--- src/rtl/change_dispenser_pkg.sv ---
// rtl/change_dispenser_pkg.sv - shared vending types: coin values, coin enum, changer FSM states
package change_dispenser_pkg;

  localparam int NICKEL_C  = 5;
  localparam int DIME_C    = 10;
  localparam int QUARTER_C = 25;

  // Encoding doubles as the refill_sel code.
  typedef enum logic [1:0] {
    COIN_NONE    = 2'd0,
    COIN_NICKEL  = 2'd1,
    COIN_DIME    = 2'd2,
    COIN_QUARTER = 2'd3
  } coin_e;

  typedef enum logic [2:0] {
    ST_IDLE,
    ST_CHECK,
    ST_SELECT,
    ST_EJECT,
    ST_WAIT_ACK,
    ST_DONE,
    ST_ERROR
  } chg_state_e;

  function automatic logic [7:0] coin_value(coin_e c);
    case (c)
      COIN_QUARTER: return 8'(QUARTER_C);
      COIN_DIME:    return 8'(DIME_C);
      COIN_NICKEL:  return 8'(NICKEL_C);
      default:      return 8'd0;
    endcase
  endfunction

endpackage

--- src/rtl/change_dispenser_coin_inventory.sv ---
// rtl/change_dispenser_coin_inventory.sv - per-denomination saturating coin counters with refill/decrement
module coin_inventory
  import change_dispenser_pkg::*;
#(
  parameter int INV_W    = 8,
  parameter int INV_INIT = 20
) (
  input  logic             clk,
  input  logic             reset,
  input  logic             refill_valid,
  input  logic [1:0]       refill_sel,
  input  logic [INV_W-1:0] refill_count,
  input  logic             dec_valid,
  input  coin_e            dec_sel,
  output logic [INV_W-1:0] inv_nickel,
  output logic [INV_W-1:0] inv_dime,
  output logic [INV_W-1:0] inv_quarter
);

  // One extra bit catches overflow; a refill and a decrement in the same cycle net out.
  function automatic logic [INV_W-1:0] next_count(logic [INV_W-1:0] cur, logic add,
                                                  logic [INV_W-1:0] amt, logic dec);
    logic [INV_W:0] sum;
    sum = {1'b0, cur} + (add ? {1'b0, amt} : {(INV_W+1){1'b0}}) - {{INV_W{1'b0}}, dec};
    return sum[INV_W] ? {INV_W{1'b1}} : sum[INV_W-1:0];
  endfunction

  logic add_n, add_d, add_q;
  logic dec_n, dec_d, dec_q;

  assign add_n = refill_valid && (refill_sel == COIN_NICKEL);
  assign add_d = refill_valid && (refill_sel == COIN_DIME);
  assign add_q = refill_valid && (refill_sel == COIN_QUARTER);
  assign dec_n = dec_valid && (dec_sel == COIN_NICKEL);
  assign dec_d = dec_valid && (dec_sel == COIN_DIME);
  assign dec_q = dec_valid && (dec_sel == COIN_QUARTER);

  always_ff @(posedge clk or posedge reset) begin
    if (reset) begin
      inv_nickel  <= INV_W'(INV_INIT);
      inv_dime    <= INV_W'(INV_INIT);
      inv_quarter <= INV_W'(INV_INIT);
    end else begin
      inv_nickel  <= next_count(inv_nickel,  add_n, refill_count, dec_n);
      inv_dime    <= next_count(inv_dime,    add_d, refill_count, dec_d);
      inv_quarter <= next_count(inv_quarter, add_q, refill_count, dec_q);
    end
  end

endmodule

--- src/rtl/change_dispenser.sv ---
// rtl/change_dispenser.sv - greedy coin change FSM driving the hopper; inventory tracking under CHANGE_INVENTORY_EN
module change_dispenser
  import change_dispenser_pkg::*;
#(
  parameter int AMT_W       = 6,
  parameter int ACK_TIMEOUT = 15
`ifdef CHANGE_INVENTORY_EN
  ,
  parameter int INV_W       = 8,
  parameter int INV_INIT    = 20
`endif
) (
  input  logic             clk,
  input  logic             reset,
  input  logic             req_valid,
  output logic             req_ready,
  input  logic [AMT_W-1:0] req_amount,
  output logic             eject_quarter,
  output logic             eject_dime,
  output logic             eject_nickel,
  input  logic             coin_ack,
  output logic             busy,
  output logic             done,
  output logic             error,
  output logic [AMT_W-1:0] shortfall
`ifdef CHANGE_INVENTORY_EN
  ,
  input  logic             refill_valid,
  input  logic [1:0]       refill_sel,
  input  logic [INV_W-1:0] refill_count,
  output logic [INV_W-1:0] inv_quarter,
  output logic [INV_W-1:0] inv_dime,
  output logic [INV_W-1:0] inv_nickel
`endif
);

  localparam int TMO_W = (ACK_TIMEOUT > 1) ? $clog2(ACK_TIMEOUT) : 1;

  chg_state_e       state, state_n;
  coin_e            coin, coin_n, pick;
  logic [AMT_W-1:0] remaining, remaining_n;
  logic [AMT_W-1:0] shortfall_n;
  logic [TMO_W-1:0] tmo_cnt, tmo_n;
  logic             have_q, have_d, have_n;

`ifdef CHANGE_INVENTORY_EN
  coin_inventory #(
    .INV_W    (INV_W),
    .INV_INIT (INV_INIT)
  ) u_inventory (
    .clk          (clk),
    .reset        (reset),
    .refill_valid (refill_valid),
    .refill_sel   (refill_sel),
    .refill_count (refill_count),
    .dec_valid    (state == ST_WAIT_ACK && coin_ack),
    .dec_sel      (coin),
    .inv_nickel   (inv_nickel),
    .inv_dime     (inv_dime),
    .inv_quarter  (inv_quarter)
  );

  assign have_q = (inv_quarter != '0);
  assign have_d = (inv_dime != '0);
  assign have_n = (inv_nickel != '0);
`else
  assign have_q = 1'b1;
  assign have_d = 1'b1;
  assign have_n = 1'b1;
`endif

  always_comb begin
    pick = COIN_NONE;
    if (remaining >= AMT_W'(QUARTER_C) && have_q)   pick = COIN_QUARTER;
    else if (remaining >= AMT_W'(DIME_C) && have_d) pick = COIN_DIME;
    else if (remaining >= AMT_W'(NICKEL_C) && have_n) pick = COIN_NICKEL;
  end

  always_comb begin
    state_n     = state;
    coin_n      = coin;
    remaining_n = remaining;
    shortfall_n = shortfall;
    tmo_n       = tmo_cnt;
    case (state)
      ST_IDLE: if (req_valid) begin
        remaining_n = req_amount;
        state_n     = ST_CHECK;
      end
      ST_CHECK: begin
        if (remaining % AMT_W'(NICKEL_C) != '0) begin
          shortfall_n = remaining;
          state_n     = ST_ERROR;
        end else begin
          state_n = ST_SELECT;
        end
      end
      ST_SELECT: begin
        if (remaining == '0) begin
          shortfall_n = '0;
          state_n     = ST_DONE;
        end else if (pick != COIN_NONE) begin
          coin_n  = pick;
          state_n = ST_EJECT;
        end else begin
          shortfall_n = remaining;
          state_n     = ST_ERROR;
        end
      end
      ST_EJECT: begin
        tmo_n   = '0;
        state_n = ST_WAIT_ACK;
      end
      ST_WAIT_ACK: begin
        if (coin_ack) begin
          remaining_n = remaining - AMT_W'(coin_value(coin));
          state_n     = ST_SELECT;
        end else if (tmo_cnt == TMO_W'(ACK_TIMEOUT - 1)) begin
          // Jammed: the coin is presumed not dropped, so remaining is untouched.
          shortfall_n = remaining;
          state_n     = ST_ERROR;
        end else begin
          tmo_n = tmo_cnt + 1'b1;
        end
      end
      ST_DONE:  state_n = ST_IDLE;
      ST_ERROR: state_n = ST_IDLE;
      default:  state_n = ST_IDLE;
    endcase
  end

  always_ff @(posedge clk or posedge reset) begin
    if (reset) begin
      state     <= ST_IDLE;
      coin      <= COIN_NONE;
      remaining <= '0;
      shortfall <= '0;
      tmo_cnt   <= '0;
    end else begin
      state     <= state_n;
      coin      <= coin_n;
      remaining <= remaining_n;
      shortfall <= shortfall_n;
      tmo_cnt   <= tmo_n;
    end
  end

  assign req_ready     = (state == ST_IDLE);
  assign busy          = (state != ST_IDLE);
  assign done          = (state == ST_DONE);
  assign error         = (state == ST_ERROR);
  assign eject_quarter = (state == ST_EJECT) && (coin == COIN_QUARTER);
  assign eject_dime    = (state == ST_EJECT) && (coin == COIN_DIME);
  assign eject_nickel  = (state == ST_EJECT) && (coin == COIN_NICKEL);

endmodule

--- config.mk ---
export PLATFORM = sky130hd
export DESIGN_NAME = change_dispenser
export DESIGN_NICKNAME = d
export VERILOG_FILES = /design/src/rtl/change_dispenser_pkg.sv /design/src/rtl/change_dispenser_coin_inventory.sv /design/src/rtl/change_dispenser.sv
export SDC_FILE = /design/constraint.sdc
export NUM_CORES = 1
export LEC_CHECK = 0
export ABC_AREA = 0
export BUFFER_PORTS_ARGS = -buffer_cell sky130_fd_sc_hd__buf_2
export CORE_MARGIN = 2
export CORE_UTILIZATION = 55
export DETAILED_ROUTE_END_ITERATION = 7
export PLACE_DENSITY = 0.77
export REMOVE_ABC_BUFFERS = 1
export SLEW_MARGIN = 10
export SYNTH_ARGS = -nofsm -noshare
export SYNTH_HDL_FRONTEND = slang
export SYNTH_SLANG_ARGS = --single-unit
export TNS_END_PERCENT = 30
--- constraint.sdc ---
create_clock -name clk -period 4.9 [get_ports clk]
set_clock_uncertainty 0.2 [all_clocks]
set_input_delay 0.735 -clock clk [delete_from_list [all_inputs] [get_ports clk]]
set_output_delay 0.735 -clock clk [all_outputs]
set_load 0.05 [all_outputs]
# Word level (Yosys, flattened, before mapping)
# Index checks and enable logic that the tools add are counted.
[word_totals] word_cells=71 register_bits=21 input_bits=10 out_inout_bits=13
[classes] reduce_logical=16 n_addsub=2 mux=25 div_mod_pow=1 order_cmp=3 n_bitwise=1 n_eq_ne=18
[op_table] op="6-bit 2-to-1 mux" count=9
[op_table] op="3-bit 2-to-1 mux" count=6
[op_table] op="6-bit case mux with 3 select lines" count=1
[op_table] op="3-bit case mux with 5 select lines" count=1
[op_table] op="5-bit case mux with 3 select lines" count=1
[op_table] op="2-bit inequality test (second input constant)" count=6
[op_table] op="6-bit case mux with 2 select lines" count=1
[op_table] op="3-bit equality test (second input constant)" count=3
[op_table] op="3-bit AND reduction" count=3
[op_table] op="4-bit 2-to-1 mux" count=2
[op_table] op="4-bit case mux with 2 select lines" count=1
[op_table] op="3-bit by 2-bit equality test with 1-bit output (second input constant)" count=2
[op_table] op="6-bit by 3-bit greater-or-equal comparator with 1-bit output (second input constant)" count=1
[op_table] op="6-bit by 4-bit greater-or-equal comparator with 1-bit output (second input constant)" count=1
[op_table] op="6-bit by 5-bit greater-or-equal comparator with 1-bit output (second input constant)" count=1
[op_table] op="6-bit logical NOT" count=1
[op_table] op="6-bit by 3-bit remainder unit with 6-bit output (second input constant)" count=1
[op_table] op="3-bit inequality test (second input constant)" count=2
[op_table] op="2-bit nonzero test" count=3
[op_table] op="3-bit nonzero test" count=2
[op_table] op="6-bit nonzero test" count=1
[op_table] op="6-bit subtractor" count=1
[op_table] op="5-bit AND reduction" count=1
[op_table] op="4-bit by 1-bit adder with 4-bit output (second input constant)" count=1
[op_table] op="other kinds (10)" count=14

# Depth between registers and ports, before layout
[logic_depth] depth_word=8 mapped_depth=11 depth_no_buf=11

# Worst setup path after synthesis
# OpenSTA, ideal clock, no wires.
[synth_timing] path_type="flip-flop to flip-flop" from="reg remaining[4]" to="reg shortfall[0]" t_required_ps=4575 period_less_slack_ps=2640 path_buffers=1 arrival_time_ps=2316 setup_time_ps=125 path_slack_ps=2260 stages_incl_launch_ff=12 cell_sequence="dfrtp_1 > buf_6 > xnor2_1 > nand2_1 > o21ai_0 > ha_1 > nor3b_1 > a21oi_1 > o22ai_1 > o211ai_2 > o2111ai_4 > mux2_2"
[synth_via] elab_chain_cells=7 word_cells_on_any_way=15 cone_classes="div: 1; order compare: 3; eq/ne: 2; mux: 5; reduce/logical: 4"
[synth_rtl] item="start, declared" line="change_dispenser.sv:41" text="logic [AMT_W-1:0] remaining, remaining_n;"
[synth_rtl] item="start signal, assigned" line="change_dispenser.sv:142" text="remaining <= remaining_n;"
[synth_rtl] item="branches (longest 7 deep; another with 6-bit by 3-bit remainder unit with 6-bit output)"
[synth_rtl] item="end signal, assigned" line="change_dispenser.sv:143" text="shortfall <= shortfall_n;"
[synth_rtl] item="end, declared" line="change_dispenser.sv:25" text="output logic [AMT_W-1:0] shortfall"
# Several ways; the timed one is not identified.
# A chain may end at the register's enable or synchronous reset.

# Worst setup path in the final report
[layout_timing] from="reg remaining[3]" to="reg shortfall[3]"
# Same word-level chain as after synthesis.

==> impl_table.tex <==
\begin{tabular}{lr}
\hline
Metric & Value \\
\hline
\multicolumn{2}{l}{\textbf{Synth}} \\
\quad Synthesized area per cell & 9.00 µm² \\
\quad Warning count from the yosys run & 0 \\
\quad Yosys top cell by area & sky130\_fd\_sc\_hd\_\_dfrtp\_1 \\
\quad Post-synthesis sequential area ratio & 0.316 \\
\quad Top-area cell type share of the netlist area & 0.316 \\
\quad Count of flip-flops with a built-in enable after synthesis & 0 \\
\quad Count of distinct cell types in the synthesized netlist & 49 \\
\quad Instance count of the mapped netlist & 185 \\
\quad Total standard cell area after synthesis & 1660 µm² \\
\quad Ys async rst share & 1.00 \\
\quad Flip-flop and latch count after synthesis & 21 \\
\quad Top cells by area in the synthesized netlist & sky130\_fd\_sc\_hd\_\_dfrtp\_1 32\%, sky130\_fd\_sc\_hd\_\_ha\_1 6.8\%, sky130\_fd\_sc\_hd\_\_a21oi\_1 5.1\%, sky130\_fd\_sc\_hd\_\_nor2\_1 4.7\%, sky130\_fd\_sc\_hd\_\_mux2\_2 4.1\% \\
\quad Prevailing post-synth register cell & sky130\_fd\_sc\_hd\_\_dfrtp\_1 \\
\multicolumn{2}{l}{\textbf{Die}} \\
\quad Die X-Extent & 59.0 µm \\
\quad Core Area & 2810 µm² \\
\quad Starting density of the core & 0.593 \\
\quad FP Rows & 19 \\
\quad Count of boundary I/O pins & 23 \\
\quad Die Outline Area & 3480 µm² \\
\quad Y dimension of the die & 59.0 µm \\
\multicolumn{2}{l}{\textbf{Drt}} \\
\quad Average routed wire per standard cell & 14.7 µm \\
\quad Post-route DRC & 0 \\
\quad Detailed Routing Iterations Pass 1 & 4 \\
\quad Routed vias & 1,385 \\
\quad Routed Antenna Nets & 0 \\
\quad Via-per-instance ratio & 5.97 \\
\quad Iter 0 DRT Violations & 88 \\
\quad Overall routed net length & 3.42 mm \\
\multicolumn{2}{l}{\textbf{Job}} \\
\quad Count of max-cap constraint violations & 0 \\
\multicolumn{2}{l}{\textbf{Global route}} \\
\quad Aggregate global-route resource usage & 0.220 \\
\quad Initial antenna violation count & 0 \\
\quad Largest net degree at the start of global routing & 22 \\
\quad GRT Residual Overflow & 0 \\
\quad Via count of the first global-routing pass & 1,328 \\
\quad Wire length of the first global-routing pass & 5.82 mm \\
\multicolumn{2}{l}{\textbf{Layout}} \\
\quad Area growth from synthesis to layout & 5.41\% \\
\quad Sequential cell area & 526 µm² \\
\quad Multi-input logic area & 1000 µm² \\
\quad Layout cell share with drive strength beyond 1 & 0.214 \\
\quad Count of antenna diodes in the layout & 0 \\
\quad Filler Cells Inserted & 253 \\
\quad \# nets final & 222 \\
\multicolumn{2}{l}{\textbf{Place}} \\
\quad Sum of net half-perimeters after detailed placement & 2.57 mm \\
\quad Port Buf Inserts & 22 \\
\quad Routability-driven placement congestion ratio & 0.851 \\
\multicolumn{2}{l}{\textbf{Timing}} \\
\quad Fin. max-slew vios & 0 \\
\quad Hold Fails Final Rpt & 0 \\
\quad Maximum frequency from static timing analysis & 304 MHz \\
\quad Relative max-transition margin & 0.444 \\
\quad Transition at the pin with the smallest max-transition slack & 0.834 ns \\
\quad Final-report setup violation count & 0 \\
\quad RSZ-0062 raised after global routing & false \\
\quad Total negative setup slack & 0 ns \\
\quad Worst Hold Slack & 0.321 ns \\
\quad Final worst-path cycle share & 0.670 \\
\quad Final critical-path required period & 3.29 ns \\
\multicolumn{2}{l}{\textbf{Status}} \\
\quad Status & finished clean \\
\multicolumn{2}{l}{\textbf{CTS}} \\
\quad Worst-case clock buffer depth & 2 \\
\quad Depth of the CTS H-tree & 1 \\
\quad \# resized after CTS & 0 \\
\quad Num Clock Sinks & 21 \\
\quad Library cell used as clock root buffer & sky130\_fd\_sc\_hd\_\_clkbuf\_4 \\
\quad Post-CTS setup-driven buffer insertion count & 0 \\
\quad Clock tree from TritonCTS & done \\
\quad Number of hold buffers added after cts & 0 \\
\quad Clock transition at path regs & 0.13 ns \\
\quad Number of buffers inserted during clock tree synthesis & 3 \\
\quad Clock latency reported for the late side of the worst-skew pair & 0.31 ns \\
\multicolumn{2}{l}{\textbf{Critical path}} \\
\quad Data required time of the worst path & 4.91 ns \\
\quad Biggest cell delay along the critical path & 0.65 ns \\
\quad Most Frequent Cell on Critical Path & sky130\_fd\_sc\_hd\_\_o22ai\_1 \\
\quad Cell family with most CP delay & compound AO/OA/AOI/OAI gates \\
\quad Critical Path Source Type & register \\
\quad List of cells traversed by the critical path & nand2b\_4 > o22ai\_1 > o21ai\_0 > ha\_1 > nor3b\_1 > a21oi\_1 > o22ai\_1 > o211ai\_2 > o2111ai\_4 > mux2\_2 \\
\quad Critical-path maximum fanout & 14 \\
\quad Endpoint kind of the worst setup timing path & register \\
\quad Category of the most critical setup path & register to register \\
\quad Data arrival time of the critical path & 3.29 ns \\
\quad Number of buffers and inverters on the critical path & 0 \\
\quad Slowest stage cell on the critical path & sky130\_fd\_sc\_hd\_\_dfrtp\_1 \\
\multicolumn{2}{l}{\textbf{Worst hold path}} \\
\quad Worst Hold Class & register to register \\
\hline
\end{tabular}
==> cell type report <==
class / instances / area share
inverter: 12 / 0.0257
sequential: 21 / 0.300
timing repair buffer: 23 / 0.0670
clock buffer: 3 / 0.0128
clock inverter: 1 / 0.00285
tap: 31 / 0.0221
multi-input combinational: 141 / 0.570
==> worst reg2reg max path, stage by stage, from the launching register on <==
cell                        delay [ns]
sky130_fd_sc_hd__dfrtp_1          0.65
sky130_fd_sc_hd__nand2b_4         0.27
sky130_fd_sc_hd__o22ai_1          0.09
sky130_fd_sc_hd__o21ai_0          0.31
sky130_fd_sc_hd__ha_1             0.36
sky130_fd_sc_hd__nor3b_1          0.21
sky130_fd_sc_hd__a21oi_1          0.06
sky130_fd_sc_hd__o22ai_1          0.20
sky130_fd_sc_hd__o211ai_2         0.14
sky130_fd_sc_hd__o2111ai_4        0.32
sky130_fd_sc_hd__mux2_2           0.37
==> cells in the mapped netlist, types with 3 or more instances <==
| library cell | instances |
|---|---|
| sky130_fd_sc_hd__xor2_1 | 5 |
| sky130_fd_sc_hd__inv_1 | 12 |
| sky130_fd_sc_hd__clkbuf_1 | 3 |
| sky130_fd_sc_hd__o21ai_0 | 8 |
| sky130_fd_sc_hd__buf_6 | 5 |
| sky130_fd_sc_hd__xnor2_1 | 4 |
| sky130_fd_sc_hd__mux2_2 | 6 |
| sky130_fd_sc_hd__nor2b_1 | 4 |
| sky130_fd_sc_hd__dfrtp_1 | 21 |
| sky130_fd_sc_hd__nand2b_1 | 4 |
| sky130_fd_sc_hd__nor2_1 | 21 |
| sky130_fd_sc_hd__o22ai_1 | 5 |
| sky130_fd_sc_hd__mux2i_1 | 6 |
| sky130_fd_sc_hd__a21oi_1 | 17 |
| sky130_fd_sc_hd__ha_1 | 9 |
| sky130_fd_sc_hd__nand2_1 | 14 |
| sky130_fd_sc_hd__nor3_1 | 4 |
==> stage by stage <==
stage / utilization / worst slack (ns) / instance area [µm²] / instances
6_report: 0.625 / 1.61 / 1750 / 232
5_1_grt: 0.625 / 1.37 / 1750 / 232
4_1_cts: 0.625 / 1.68 / 1750 / 232
3_5_place_dp: 0.616 / 1.69 / 1730 / 228
3_3_place_gp: 0.616 / 1.90 / 1730 / 228
2_1_floorplan: - / 2.08 / 1570 / 174
==> worst paths after layout <==
kind	end	depth (start not counted)	slack [ns]	from
worst max-delay path	shortfall[3]	10	1.61	remaining[3]
worst min-delay path	shortfall[2]	1	0.32	shortfall[2]
worst max register to register	shortfall[3]	10	1.61	remaining[3]
worst min register to register	shortfall[2]	1	0.32	shortfall[2]
max in group asynchronous	tmo_cnt[0]	2	3.62	reset
min in group asynchronous	shortfall[4]	2	0.36	reset
==> placed cells by master, fill, tap and decap left out, types with 2 or more instances in the layout <==
cell type,synthesis,routed
sky130_fd_sc_hd__a21oi_1,17,17
sky130_fd_sc_hd__a31oi_1,2,2
sky130_fd_sc_hd__and3b_1,2,2
sky130_fd_sc_hd__buf_2,1,22
sky130_fd_sc_hd__clkbuf_4,0,3
sky130_fd_sc_hd__dfrtp_1,21,21
sky130_fd_sc_hd__ha_1,9,9
sky130_fd_sc_hd__inv_1,12,12
sky130_fd_sc_hd__mux2_2,6,6
sky130_fd_sc_hd__mux2i_1,6,6
sky130_fd_sc_hd__nand2_1,14,14
sky130_fd_sc_hd__nand2b_1,4,4
sky130_fd_sc_hd__nand4_1,2,2
sky130_fd_sc_hd__nor2_1,21,21
sky130_fd_sc_hd__nor2b_1,4,4
sky130_fd_sc_hd__nor3_1,4,4
sky130_fd_sc_hd__nor3b_1,2,2
sky130_fd_sc_hd__o21ai_0,8,8
sky130_fd_sc_hd__o22ai_1,5,5
sky130_fd_sc_hd__o311ai_0,2,2
sky130_fd_sc_hd__xnor2_1,4,4
sky130_fd_sc_hd__xor2_1,5,5
==> metal layers <==
metal	GRT usage	up-vias	share of wire
met5	0	-	0
met4	0.0877	0	0.012
met3	0.0284	4	0.032
met2	0.390	30	0.52
met1	0.267	665	0.44
li1	-	686	-
==> sequential cells by signal, indices dropped and copies added, names as in the netlist <==
name       count
coin           2
shortfall      6
remaining      6
tmo_cnt        4
state          3
==> logic make-up (layout without fill, tap and decap cells) <==
kind of cell | Yosys count | count (layout) | synth area share
AND/OR/NAND/NOR | 63 | 63 | 0.198
AO/OA/AOI/OAI | 46 | 46 | 0.192
buffers and inverters | 23 | 39 | 0.0835
flip-flops | 21 | 21 | 0.316
multiplexers | 12 | 12 | 0.0767
adder cells (fa/ha/maj) | 11 | 11 | 0.0865
XOR/XNOR | 9 | 9 | 0.0474
Power is left out: the tool's default activity adds up to more than one toggle a clock period on the data nets, which glitch-free logic cannot reach.
